===== src/rtl/search_tab_locator.sv =====
`default_nettype none
// ============================================================================
// Module      : search_tab_locator
// Description : Front-end of the 10G RAM search path. Splits a flat byte
//               index across the concatenated search tables into a table
//               number and an in-table byte offset, using a range check
//               followed by a P_TAB_W-step restoring division by P_TAB_BYTES.
// Ports       : clk, rst_n            - clock, async active-low reset
//               s_valid/s_ready       - request handshake
//               s_byte_idx, s_tab_cnt - flat index, number of active tables
//               m_valid/m_ready       - result handshake
//               m_tab, m_offset       - table number, offset inside the table
//               m_err                 - index out of range or no tables
// Revision    : 1.0 - initial release
// ============================================================================
module search_tab_locator #(
    parameter int P_TAB_BYTES = 1399,
    parameter int P_IDX_W     = 16,
    parameter int P_TAB_W     = 4
) (
    input  logic               clk,
    input  logic               rst_n,
    input  logic               s_valid,
    output logic               s_ready,
    input  logic [P_IDX_W-1:0] s_byte_idx,
    input  logic [P_TAB_W-1:0] s_tab_cnt,
    output logic               m_valid,
    input  logic               m_ready,
    output logic [P_TAB_W-1:0] m_tab,
    output logic [P_IDX_W-1:0] m_offset,
    output logic               m_err
);

    // Arithmetic width wide enough for cnt*P_TAB_BYTES and P_TAB_BYTES<<k.
    localparam int               c_w       = P_IDX_W + P_TAB_W;
    localparam int               c_k_w     = (P_TAB_W > 1) ? $clog2(P_TAB_W) : 1;
    localparam logic [c_k_w-1:0] c_k_first = c_k_w'(P_TAB_W - 1);
    localparam logic [c_w-1:0]   c_div     = c_w'(P_TAB_BYTES);

    localparam logic [1:0] c_st_idle  = 2'd0;
    localparam logic [1:0] c_st_check = 2'd1;
    localparam logic [1:0] c_st_div   = 2'd2;
    localparam logic [1:0] c_st_done  = 2'd3;

    logic [1:0]         r_state;
    logic [1:0]         w_state_next;
    logic [P_IDX_W-1:0] r_rem;
    logic [P_TAB_W-1:0] r_cnt;
    logic [P_TAB_W-1:0] r_q;
    logic [c_k_w-1:0]   r_k;

    logic [c_w-1:0]     w_rem_ext;
    logic [c_w-1:0]     w_limit;
    logic [c_w-1:0]     w_d;
    logic [c_w-1:0]     w_diff;
    logic               w_chk_err;
    logic               w_ge;
    logic [P_IDX_W-1:0] w_rem_next;
    logic [P_TAB_W-1:0] w_q_next;
    logic               w_accept;

    assign w_accept  = s_valid && s_ready;
    assign w_rem_ext = {{P_TAB_W{1'b0}}, r_rem};
    assign w_limit   = {{P_IDX_W{1'b0}}, r_cnt} * c_div;
    assign w_chk_err = (r_cnt == '0) || (w_rem_ext >= w_limit);

    // One restoring-division step: trial-subtract the divisor shifted to
    // the current quotient bit position.
    assign w_d        = c_div << r_k;
    assign w_ge       = (w_rem_ext >= w_d);
    assign w_diff     = w_rem_ext - w_d;
    assign w_rem_next = w_ge ? w_diff[P_IDX_W-1:0] : r_rem;

    always_comb begin
        w_q_next      = r_q;
        w_q_next[r_k] = w_ge;
    end

    // ---------------- state register ----------------
    always_ff @(posedge clk or negedge rst_n) begin
        if (!rst_n) begin
            r_state <= c_st_idle;
        end else begin
            r_state <= w_state_next;
        end
    end

    // ---------------- next-state logic ----------------
    always_comb begin
        w_state_next = r_state;
        case (r_state)
            c_st_idle:  if (w_accept) w_state_next = c_st_check;
            c_st_check: w_state_next = w_chk_err ? c_st_done : c_st_div;
            c_st_div:   if (r_k == '0) w_state_next = c_st_done;
            c_st_done:  if (m_ready) w_state_next = c_st_idle;
            default:    w_state_next = c_st_idle;
        endcase
    end

    // ---------------- output logic ----------------
    // Gating with rst_n keeps the upstream stalled while reset is held.
    always_comb begin
        s_ready = (r_state == c_st_idle) && rst_n;
        m_valid = (r_state == c_st_done);
    end

    // ---------------- datapath registers ----------------
    always_ff @(posedge clk or negedge rst_n) begin
        if (!rst_n) begin
            r_rem    <= '0;
            r_cnt    <= '0;
            r_q      <= '0;
            r_k      <= '0;
            m_tab    <= '0;
            m_offset <= '0;
            m_err    <= 1'b0;
        end else begin
            case (r_state)
                c_st_idle: begin
                    if (w_accept) begin
                        r_rem <= s_byte_idx;
                        r_cnt <= s_tab_cnt;
                        r_q   <= '0;
                    end
                end
                c_st_check: begin
                    if (w_chk_err) begin
                        m_err    <= 1'b1;
                        m_tab    <= '0;
                        m_offset <= r_rem;
                    end else begin
                        r_k <= c_k_first;
                    end
                end
                c_st_div: begin
                    r_rem <= w_rem_next;
                    r_q   <= w_q_next;
                    r_k   <= r_k - 1'b1;
                    if (r_k == '0) begin
                        m_tab    <= w_q_next;
                        m_offset <= w_rem_next;
                        m_err    <= 1'b0;
                    end
                end
                default: ;  // DONE: results held until the handshake
            endcase
        end
    end

endmodule
`default_nettype wire

===== config.mk =====
export PLATFORM = sky130hd
export DESIGN_NAME = search_tab_locator
export DESIGN_NICKNAME = d
export VERILOG_FILES = /design/src/rtl/search_tab_locator.sv
export SDC_FILE = /design/constraint.sdc
export NUM_CORES = 1
export LEC_CHECK = 0
export CORE_ASPECT_RATIO = 1.4
export CORE_MARGIN = 2
export CORE_UTILIZATION = 35
export DETAILED_ROUTE_END_ITERATION = 12
export GPL_TIMING_DRIVEN = 0
export PLACE_DENSITY = 0.66
export SKIP_CTS_REPAIR_TIMING = 1
export SYNTH_ARGS = -nofsm -noshare
export SYNTH_HDL_FRONTEND = slang
export SYNTH_SLANG_ARGS = --single-unit

===== constraint.sdc =====
create_clock -name clk -period 14.2 [get_ports clk]
set_input_delay 2.84 -clock clk [delete_from_list [all_inputs] [get_ports clk]]
set_output_delay 2.84 -clock clk [all_outputs]
set_load 0.02 [all_outputs]

# ---- Yosys cells after proc, flatten, opt, wreduce, memory -nomap -nowiden
# Index checks and enable logic that the tools add are counted.
dict set report totals {
  reg_bits 49
  latch_bits 0
  mem_bits_rw 0
  romBits 0
  in_bits 24
  wordCells 62
  n_memories 0
}
dict set report classes {
  n_addsub 2
  multipliers 1
  div_mod_pow 0
  magnitude_cmp 4
  n_eq_ne 8
  shift 1
  mux 24
  bitwise 0
  n_reduce_logical 14
}
# cell n
set op_table {}
lappend op_table {{16-bit two-way mux} 4}
lappend op_table {{16-bit case mux with 2 select lines} 2}
lappend op_table {{16-bit by 20-bit greater-or-equal comparator with 1-bit output} 1}
lappend op_table {{11-bit by 2-bit << shifter with 20-bit output (first input constant)} 1}
lappend op_table {{16-bit by 15-bit greater-or-equal comparator with 1-bit output} 1}
lappend op_table {{4-bit case mux with 2 select lines} 2}
lappend op_table {{16-bit subtractor} 1}
lappend op_table {{4-bit by 11-bit multiplier with 15-bit output (second input constant)} 1}
lappend op_table {{4-bit two-way mux} 3}
lappend op_table {{2-bit two-way mux} 4}
lappend op_table {{2-bit != test (second input constant)} 4}
lappend op_table {{2-bit case mux with 4 select lines} 1}
lappend op_table {{2-bit AND reduction} 3}
lappend op_table {{3-bit AND reduction} 2}
lappend op_table {{4-bit bitwise mux} 1}
lappend op_table {{2-bit equality test (second input constant)} 2}
lappend op_table {{2-bit zero test} 2}
lappend op_table {{4-bit zero test} 1}
lappend op_table {{1-bit two-way mux} 4}
lappend op_table {{2-bit case mux with 2 select lines} 1}
lappend op_table {{2-bit nonzero test} 2}
lappend op_table {{1-bit logical AND} 3}
lappend op_table {{2-bit by 3-bit < comparator with 1-bit output (second input constant)} 1}
lappend op_table {{1-bit demux with 2-bit select} 1}
lappend op_table {{6 further kinds} 6}

# ---- Longest topological paths before layout
dict set report logic_depth {
  word_depth 7
  depth_mapped 24
  ltp_nobuf 21
}

# ---- Worst setup path after synthesis
# OpenSTA, ideal clock, no wires.
dict set report synth_path {
  path_type {input to output}
  startpoint {in rst_n}
  endpoint {out s_ready}
  arrival_ps 3072
  t_required_ps 11360
  slack_ps 8288
  path_stages 1
  n_path_buf 0
  path_cell_list {and2_1}
}
dict set report synth_via {
  elab_chain_cells 1
}
# element line_no
set synth_rtl {}
lappend synth_rtl {{start, declared} 22} ;# input logic rst_n,
lappend synth_rtl {{1-bit logical AND} 103} ;# s_ready = (r_state == c_st_idle) && rst_n;
lappend synth_rtl {{end, declared} 24} ;# output logic s_ready,
# Every way passes these cells.

# ---- Worst setup path in the final report
# Ends and elaborated chain as after synthesis.

==> qor.yml <==
timing:
  slew_headroom: 0.261
  skew_ps: 12.9
  report.final.slew_viol_count: 0
  rsz0062_at_grt: "no"
  finalHoldViolCount: 0
  min_period_ps: 7010
  fin_crit_sh: 0.494
  setup_viol: 0
  fmaxAchievable_mhz: 143
  fin_ws_ps: 7190
  worst_pin_slew_ps: 1100
  final.setup.tns_ps: 0
drt:
  drtAntennaViolNets: 0
  num_vias: 4191
  wire_per_inst_um: 18.7
  drt-total-wl_mm: 13.4
  drc: 0
  drtPass1Iterations: 5
  vias_per_cell: 5.87
  drtIter0Drc: 224
setup_path:
  cp_max_fo: 40
  worstPathRequired_ps: 11360
  critPathSlowestCell: "clkdlybuf4s50_1"
  critical-path-top-delay-family: "buffers and inverters"
  end_kind: "output pin"
  crit_arrival_ps: 4170
  startpoint_type: "input pin"
  cp_num_buf_inv: 3
  critPathKind: "in2out"
  crit_path_start: "rst_n"
  path_cells: "buf_2, buf_12, and2_1, clkdlybuf4s50_1"
  r2r-start: "r_cnt[2]$_DFFE_PN0P_"
  cp_slowest_stage_delay_ps: 600
synthesis:
  synth_area_leaders: "dfrtp_1, ha_1, o21ai_0"
  synth_commonest_cells: "ha_1, dfrtp_1, nand2_1"
  synth-seq-area-share: 0.269
  synth.ff_latch_count: 48
  synth_top_cell_area_share: 0.269
  muxShareOfSynthArea: 0.0527
  synth_compound_area_frac: 0.266
  syn_nets: 599
  synth_cells: 509
  synth_fa_ha_area_frac: 0.197
  yosysUniqueCellTypes: 66
  yosys.area_share.simple: 0.126
  async_flop_share: 1.00
  yosysMostFrequentCell: "ha_1"
  syn_area_mm2: 0.00446
  synth_ff_type: "dfrtp_1"
  synth_top_family_by_area: "compound AO/OA/AOI/OAI gates"
  synth_edf_count: 0
  synth_area_leader_cell: "dfrtp_1"
  synth.yosys.warnings: 0
  syn_avg_cell_area_um2: 8.76
  synth_xor_area_frac: 0.0373
global_route:
  grt_use_met3: 0.0188
  grt_max_degree: 41
  grt_pass1_vias: 4207
  globalRouteMet1Util: 0.219
  grt_usage: 0.201
  antenna_found_initial: 0
  grt_pass1_wl_mm: 21.5
  grt_overflow: 0
  gr-usage-met2: 0.382
  grt_busiest_layer: "met2"
cells_and_area:
  fill_cells: 1193
  num_antenna_cells: 0
  nets: 653
  stdcell_count: 714
  utilization: 0.427
  area_growth_pct: 18.5
  drive_gt1_frac: 0.0674
job:
  max_cap_violations: 0
floorplanning:
  core_mm2: 0.0124
  die_h_um: 138
  io_pins: 47
  start_util: 0.361
  die_w_um: 99.4
  row_count: 48
  design.die.area_mm2: 0.0137
place:
  hpwl_mm: 10.7
  dp.cells: 706
  pre_cts_slack_ps: 7160
  gp_congestion: 0.925
  portBuffers: 46
worst_hold_path:
  hp-class: "reg2reg"
  min_from: "m_err$_DFFE_PN0P_"
cts:
  ctsRootBufferMaster: "clkbuf_16"
  cts_sinks: 48
  htree_levels: 2
  numCtsBuffers: 5
  clock_path_buffers: 2
  clock_latency_ps: 290
  cts_tree: "done"
  cts.clk_slew.worst_paths_ps: 70
outcome:
  status: "complete, no violations"
[path summary, 6_finish.rpt]
kind	end	slack [ps]	cells past startpoint
worst min register to register	m_err$_DFFE_PN0P_	480	1
worst min-delay path	m_err$_DFFE_PN0P_	480	1
worst max register to register	m_offset[10]$_DFFE_PN0P_	8290	22
min in group asynchronous	m_offset[5]$_DFFE_PN0P_	2410	1
max in group asynchronous	m_offset[15]$_DFFE_PN0P_	11300	2
worst max-delay path	s_ready	7190	4
[final cells by class]
| cell class | instances | area (um2) | area share |
|---|---|---|---|
| flip-flops and latches | 48 | 1200 | 0.227 |
| multi-input cells | 404 | 3030 | 0.573 |
| clock inverters | 2 | 35.0 | 0.00663 |
| repair buffers | 47 | 475 | 0.0899 |
| plain buffers | 20 | 88.8 | 0.0168 |
| well taps | 150 | 188 | 0.0355 |
| inverters | 37 | 139 | 0.0263 |
| clock buffers | 6 | 129 | 0.0244 |
[layout by cell type, fill, tap and decap left out, types with 4 or more instances in the layout]
cell type,synthesis,final
a22o_1,5,5
a31oi_1,9,9
nand2b_1,5,5
ha_1,59,59
clkbuf_16,0,5
o31ai_1,7,7
xnor2_1,13,13
o211ai_1,5,5
buf_2,5,6
nand4_1,4,4
inv_1,37,37
o21ai_1,7,7
fa_1,7,7
a21o_1,12,12
clkbuf_1,12,13
o21a_1,6,6
a22oi_1,6,6
nor2_1,33,33
a211oi_1,4,4
nand3_1,5,5
o21ai_0,43,43
a21oi_1,33,33
xor2_1,6,6
nor3b_1,5,5
dfrtp_1,48,48
nor3_1,7,7
o22ai_1,8,8
mux2i_1,10,10
clkdlybuf4s50_1,0,45
mux2_2,12,12
nand2_1,46,46
[layer usage]
metal | part of all wire | up-vias | wire length (um)
li1 | - | 1988 | -
met1 | 0.39 | 2042 | 5190
met2 | 0.54 | 125 | 7200
met3 | 0.029 | 36 | 385
met4 | 0.043 | 0 | 579
met5 | 0 | - | 0
[through the flow]
step | cell area (um2) | hold slack, ps
final | 5290 | 485
after global routing | 5290 | 523
after CTS | 5290 | 491
after detailed placement | 5120 | 475
after global placement | 5110 | 468
after floorplan | 4460 | 474
[worst reg2reg max path, stage by stage (launching register included)]
cell       delay [ps]
dfrtp_1           540
inv_1              90
ha_1              290
inv_1              50
fa_1              510
inv_1              40
ha_1              270
clkbuf_1          200
and4_1            220
a221o_1           360
a21o_1            210
a21o_1            230
a2111o_1          420
o21ai_1           110
ha_1              270
nor2b_1           130
a2111oi_0         380
o31a_1            380
a211o_1           210
buf_2             260
buf_1             450
nand2_1           100
o21ai_0           110
[registers in the layout (all words and copies together) (netlist names)]
register  flops
m_offset     16
m_tab         4
r_state       2
r_k           2
r_cnt         4
r_rem        16
r_q           3
m_err         1
[kinds of logic (layout without fill, tap and decap cells)]
group | count (synthesis) | count (layout)
and+or+nand+nor | 121 | 121
muxes | 22 | 22
adders and majority gates | 66 | 66
DFF | 48 | 48
xor gates and xnor gates | 19 | 19
AOI/OAI and AO/OA | 176 | 176
buffers and inverters | 57 | 112
Power is left out: the tool's default activity adds up to more than one toggle a clock period on the data nets, which glitch-free logic cannot reach.
==> patch 1, RTL diff (same settings) <==
The parameter `P_TAB_BYTES` goes from 1399 to 699.
--- a/src/rtl/search_tab_locator.sv
+++ b/src/rtl/search_tab_locator.sv
@@ -15,5 +15,5 @@
 // ============================================================================
 module search_tab_locator #(
-    parameter int P_TAB_BYTES = 1399,
+    parameter int P_TAB_BYTES = 699,
     parameter int P_IDX_W     = 16,
     parameter int P_TAB_W     = 4
Function: changed (a bounded check fails within 4 cycles, from zero or initial values and one cycle with rst_n low).
==> patch 1 against the unedited design <==
Non-clock buffer count shrank 5. Register-to-register slack gained 1.4 ns. First-iteration DRC count grew 15%. Design area shrank 3.7%. Via count shrank 11%. Largest cell class unchanged. Worst setup slack lost 0.11 ns. Critical path depth is the same. Area after synthesis shrank 5.0%. Highest routed layer unchanged. Count of clock-buffer cells in the layout shrank 1. Routed wire length shrank 9.8%. Sequential cell count is the same. Clock skew shrank 0.0033 ns.
Power is left out: the tool's default activity adds up to more than one toggle a clock period on the data nets, which glitch-free logic cannot reach.
==> patch 1: results (changes against the unedited design) <==
status completed (unchanged); met2 wire length 6560 um (was 7200 um); Synth Area in Compound Gates 25.9% (was 26.6%); Avg WL per Cell 18.2 um (was 18.7 um); GR Util met2 36.2% (was 38.2%); DP HPWL 9630 um (was 10700 um); DR WL met3 421 um (was 385 um); Hold Path Sink m_offset[11] (was m_err); # clk buffers 5 (was 6); Worst Hold Launch m_offset[11] (was m_err); Synth Area in Adders 19.8% (was 19.7%); comb_multi_in 364 (was 404); Critical Path AT 4.28 ns (was 4.17 ns); Layout Nets 601 (was 653); GRT Total Usage 18.6% (was 20.1%); non-filler cells, final 662 (was 714); Placed Cells 654 (was 706); Mapped Nets 547 (was 599); worst reg-to-reg setup slack 9.66 ns (was 8.29 ns); synthesized area 0.00424 mm^2 (was 0.00446 mm^2); synth top area cells dfrtp_1 (28%), ha_1 (17%), o21ai_0 (5.0%) (was dfrtp_1 (27%), ha_1 (17%), o21ai_0 (4.8%)); Synth cell types 64 (was 66); proportion of synthesized area in mux cells 3.98% (was 5.27%); first-pass GRT wire length 19300 um (was 21500 um); reg2reg end r_state[0] (was m_offset[10]); vias in the first global route 3742 (was 4207); Gate Count Post-Synth 460 (was 509); Hold Path Stages 2 (was 1); Synth top cells by count ha_1 (56), dfrtp_1 (48), o21ai_0 (42), nand2_1 (37), a21oi_1 (35) (was ha_1 (59), dfrtp_1 (48), nand2_1 (46), o21ai_0 (43), inv_1 (37)); DRT met1 WL 4640 um (was 5190 um)
## patch 1: cell count changes after synthesis, moves of 4 or more
cell / unedited run / this run
inv_1: 37 / 32
a21o_1: 12 / 5
nand2_1: 46 / 37
nor2_1: 33 / 25
clkbuf_1: 12 / 6
nor3b_1: 5 / 0
mux2_2: 12 / 6
o31ai_1: 7 / 3
a22oi_1: 6 / 1
## patch 1: how the worst max path moves through the flow
stage	start	slack (ns)	to	depth (start not counted)
final	rst_n	7.08	s_ready	4
after global placement	rst_n	5.38	s_ready	3
after floorplan	rst_n	8.29	s_ready	1
after detailed placement	rst_n	7.01	s_ready	4
after global routing	rst_n	6.94	s_ready	4
after CTS	rst_n	7.02	s_ready	4
## patch 1: metrics by stage
step | hold WS (ns) | util, % | worst slack (ns)
after floorplan | 0.442 | - | 8.29
after global placement | 0.462 | 41.3 | 5.38
after detailed placement | 0.470 | 41.4 | 7.01
after CTS | 0.485 | 43.1 | 7.02
after global routing | 0.506 | 43.1 | 6.94
final | 0.477 | 43.1 | 7.08
==> patch 2, RTL diff (config.mk and constraints unchanged) <==
Made on the original files. Make the reset (`rst_n`) synchronous in 2 clocked blocks. Comments in the files are not updated.
--- a/src/rtl/search_tab_locator.sv
+++ b/src/rtl/search_tab_locator.sv
@@ -78,5 +78,5 @@
 
     // ---------------- state register ----------------
-    always_ff @(posedge clk or negedge rst_n) begin
+    always_ff @(posedge clk) begin
         if (!rst_n) begin
             r_state <= c_st_idle;
@@ -106,5 +106,5 @@
 
     // ---------------- datapath registers ----------------
-    always_ff @(posedge clk or negedge rst_n) begin
+    always_ff @(posedge clk) begin
         if (!rst_n) begin
             r_rem    <= '0;
Check against the original RTL: differs if rst_n is asserted again (counterexample within 4 cycles, from zero or initial values and one cycle with rst_n low); with rst_n held inactive, the same outputs for 10 cycles.
==> patch 2 against the unedited design <==
Routed wire length increased by 5.0%. Design area decreased by 3.3%. Area after synthesis is 3.1% lower. Via count increased by 5.2%. Worst setup slack worse by 0.70 ns. Sequential cell count rose by 1. Maximum frequency shrank 9.1%. Largest cell class unchanged.
==> patch 2: results (changes against the unedited design) <==
status completed (unchanged); # fillers 1258 (was 1193); DR WL met3 620 um (was 385 um); I/O Buffers 45 (was 46); register area share after synthesis 22.7% (was 26.9%); Gate Count Post-Synth 535 (was 509); Signal inverters 38 (was 37); Initial DRC Count 361 (was 224); Non-CTS buffers 70 (was 67); minimum hold slack 0.464 ns (was 0.485 ns); DR pass1 iterations 5 (unchanged); Critical Path AT 4.87 ns (was 4.17 ns); worst reg-to-reg setup slack 8.85 ns (was 8.29 ns); synth top area cells dfxtp_1 (23%), ha_1 (17%), a21oi_1 (5.6%) (was dfrtp_1 (27%), ha_1 (17%), o21ai_0 (4.8%)); share of post-route cells with drive strength above 1 4.25% (was 6.74%); GRT met3 Usage 2.48% (was 1.88%); NonClk Buf Share 11.0% (was 10.7%); measured slew at the worst slew-check pin 0.698 ns (was 1.10 ns); GR Util met2 37.4% (was 38.2%); Worst Hold Launch r_q[3] (was m_err); Hold Path Sink r_q[3] (was m_err); worst-path maximum fanout 10 (was 40); commonest register cell after synthesis dfxtp_1 (was dfrtp_1); Mapped Nets 625 (was 599); Synth cell types 68 (was 66); reg2reg end m_offset[14] (was m_offset[10]); H-Tree Depth 2 (unchanged); asr flop ratio synth 0% (was 100%); DRT met1 WL 5530 um (was 5190 um); Hold Path Stages 2 (was 1); first-pass GRT wire length 21900 um (was 21500 um); highest metal used met4 (unchanged); Placed Cells 730 (was 706); vias 4411 (was 4191); Yosys warnings 0 (unchanged); Worst R2R Start r_cnt[2] (unchanged); fraction of area in multi-input gates 60.4% (was 57.3%); Clock-cell share 3.01% (was 3.10%); Synth top cells by count ha_1 (59), dfxtp_1 (49), a21oi_1 (48), nand2_1 (39), inv_1 (37) (was ha_1 (59), dfrtp_1 (48), nand2_1 (46), o21ai_0 (43), inv_1 (37)); later-pin clock latency in the skew report 0.30 ns; clock skew 0.00821 ns (was 0.0129 ns); non-filler cells, final 738 (was 714); largest net degree at the start of global routing 19 (was 41); met2 wire length 7070 um (was 7200 um); vias in the first global route 4326 (was 4207); GR Layer Usage met1 23.1% (was 21.9%); Avg WL per Cell 19.0 um (was 18.7 um); DP HPWL 11100 um (was 10700 um); comb_multi_in 423 (was 404); Worst R2R Path Depth 21 (was 22); Layout Nets 677 (was 653); # clk buffers 5 (was 6)
patch 2: kinds of logic after synthesis:
kind of cell    after synthesis  share of synthesized area, %
simple gates                152                          17.5
xor+xnor                     18                          3.65
fa+ha+maj                    66                          20.3
compound gates              184                          29.3
mux                           3                         0.695
buf+inv                      63                          5.88
flops                        49                          22.7
patch 2: stage by stage:
stage / instance area (um^2) / setup slack (ns) / power [mW]
3_3_place_gp: 4960 / 6.52 / 0.953
2_1_floorplan: 4320 / 7.50 / 0.748
3_5_place_dp: 4960 / 6.53 / 0.975
5_1_grt: 5110 / 6.40 / 1.20
4_1_cts: 5110 / 6.54 / 1.11
6_report: 5110 / 6.49 / 1.12
patch 2: critical path, delay by kind of cell:
family | cells | cell delay, ns
buffers and inverters | 4 | 1.80
AND/OR/NAND/NOR | 1 | 0.22
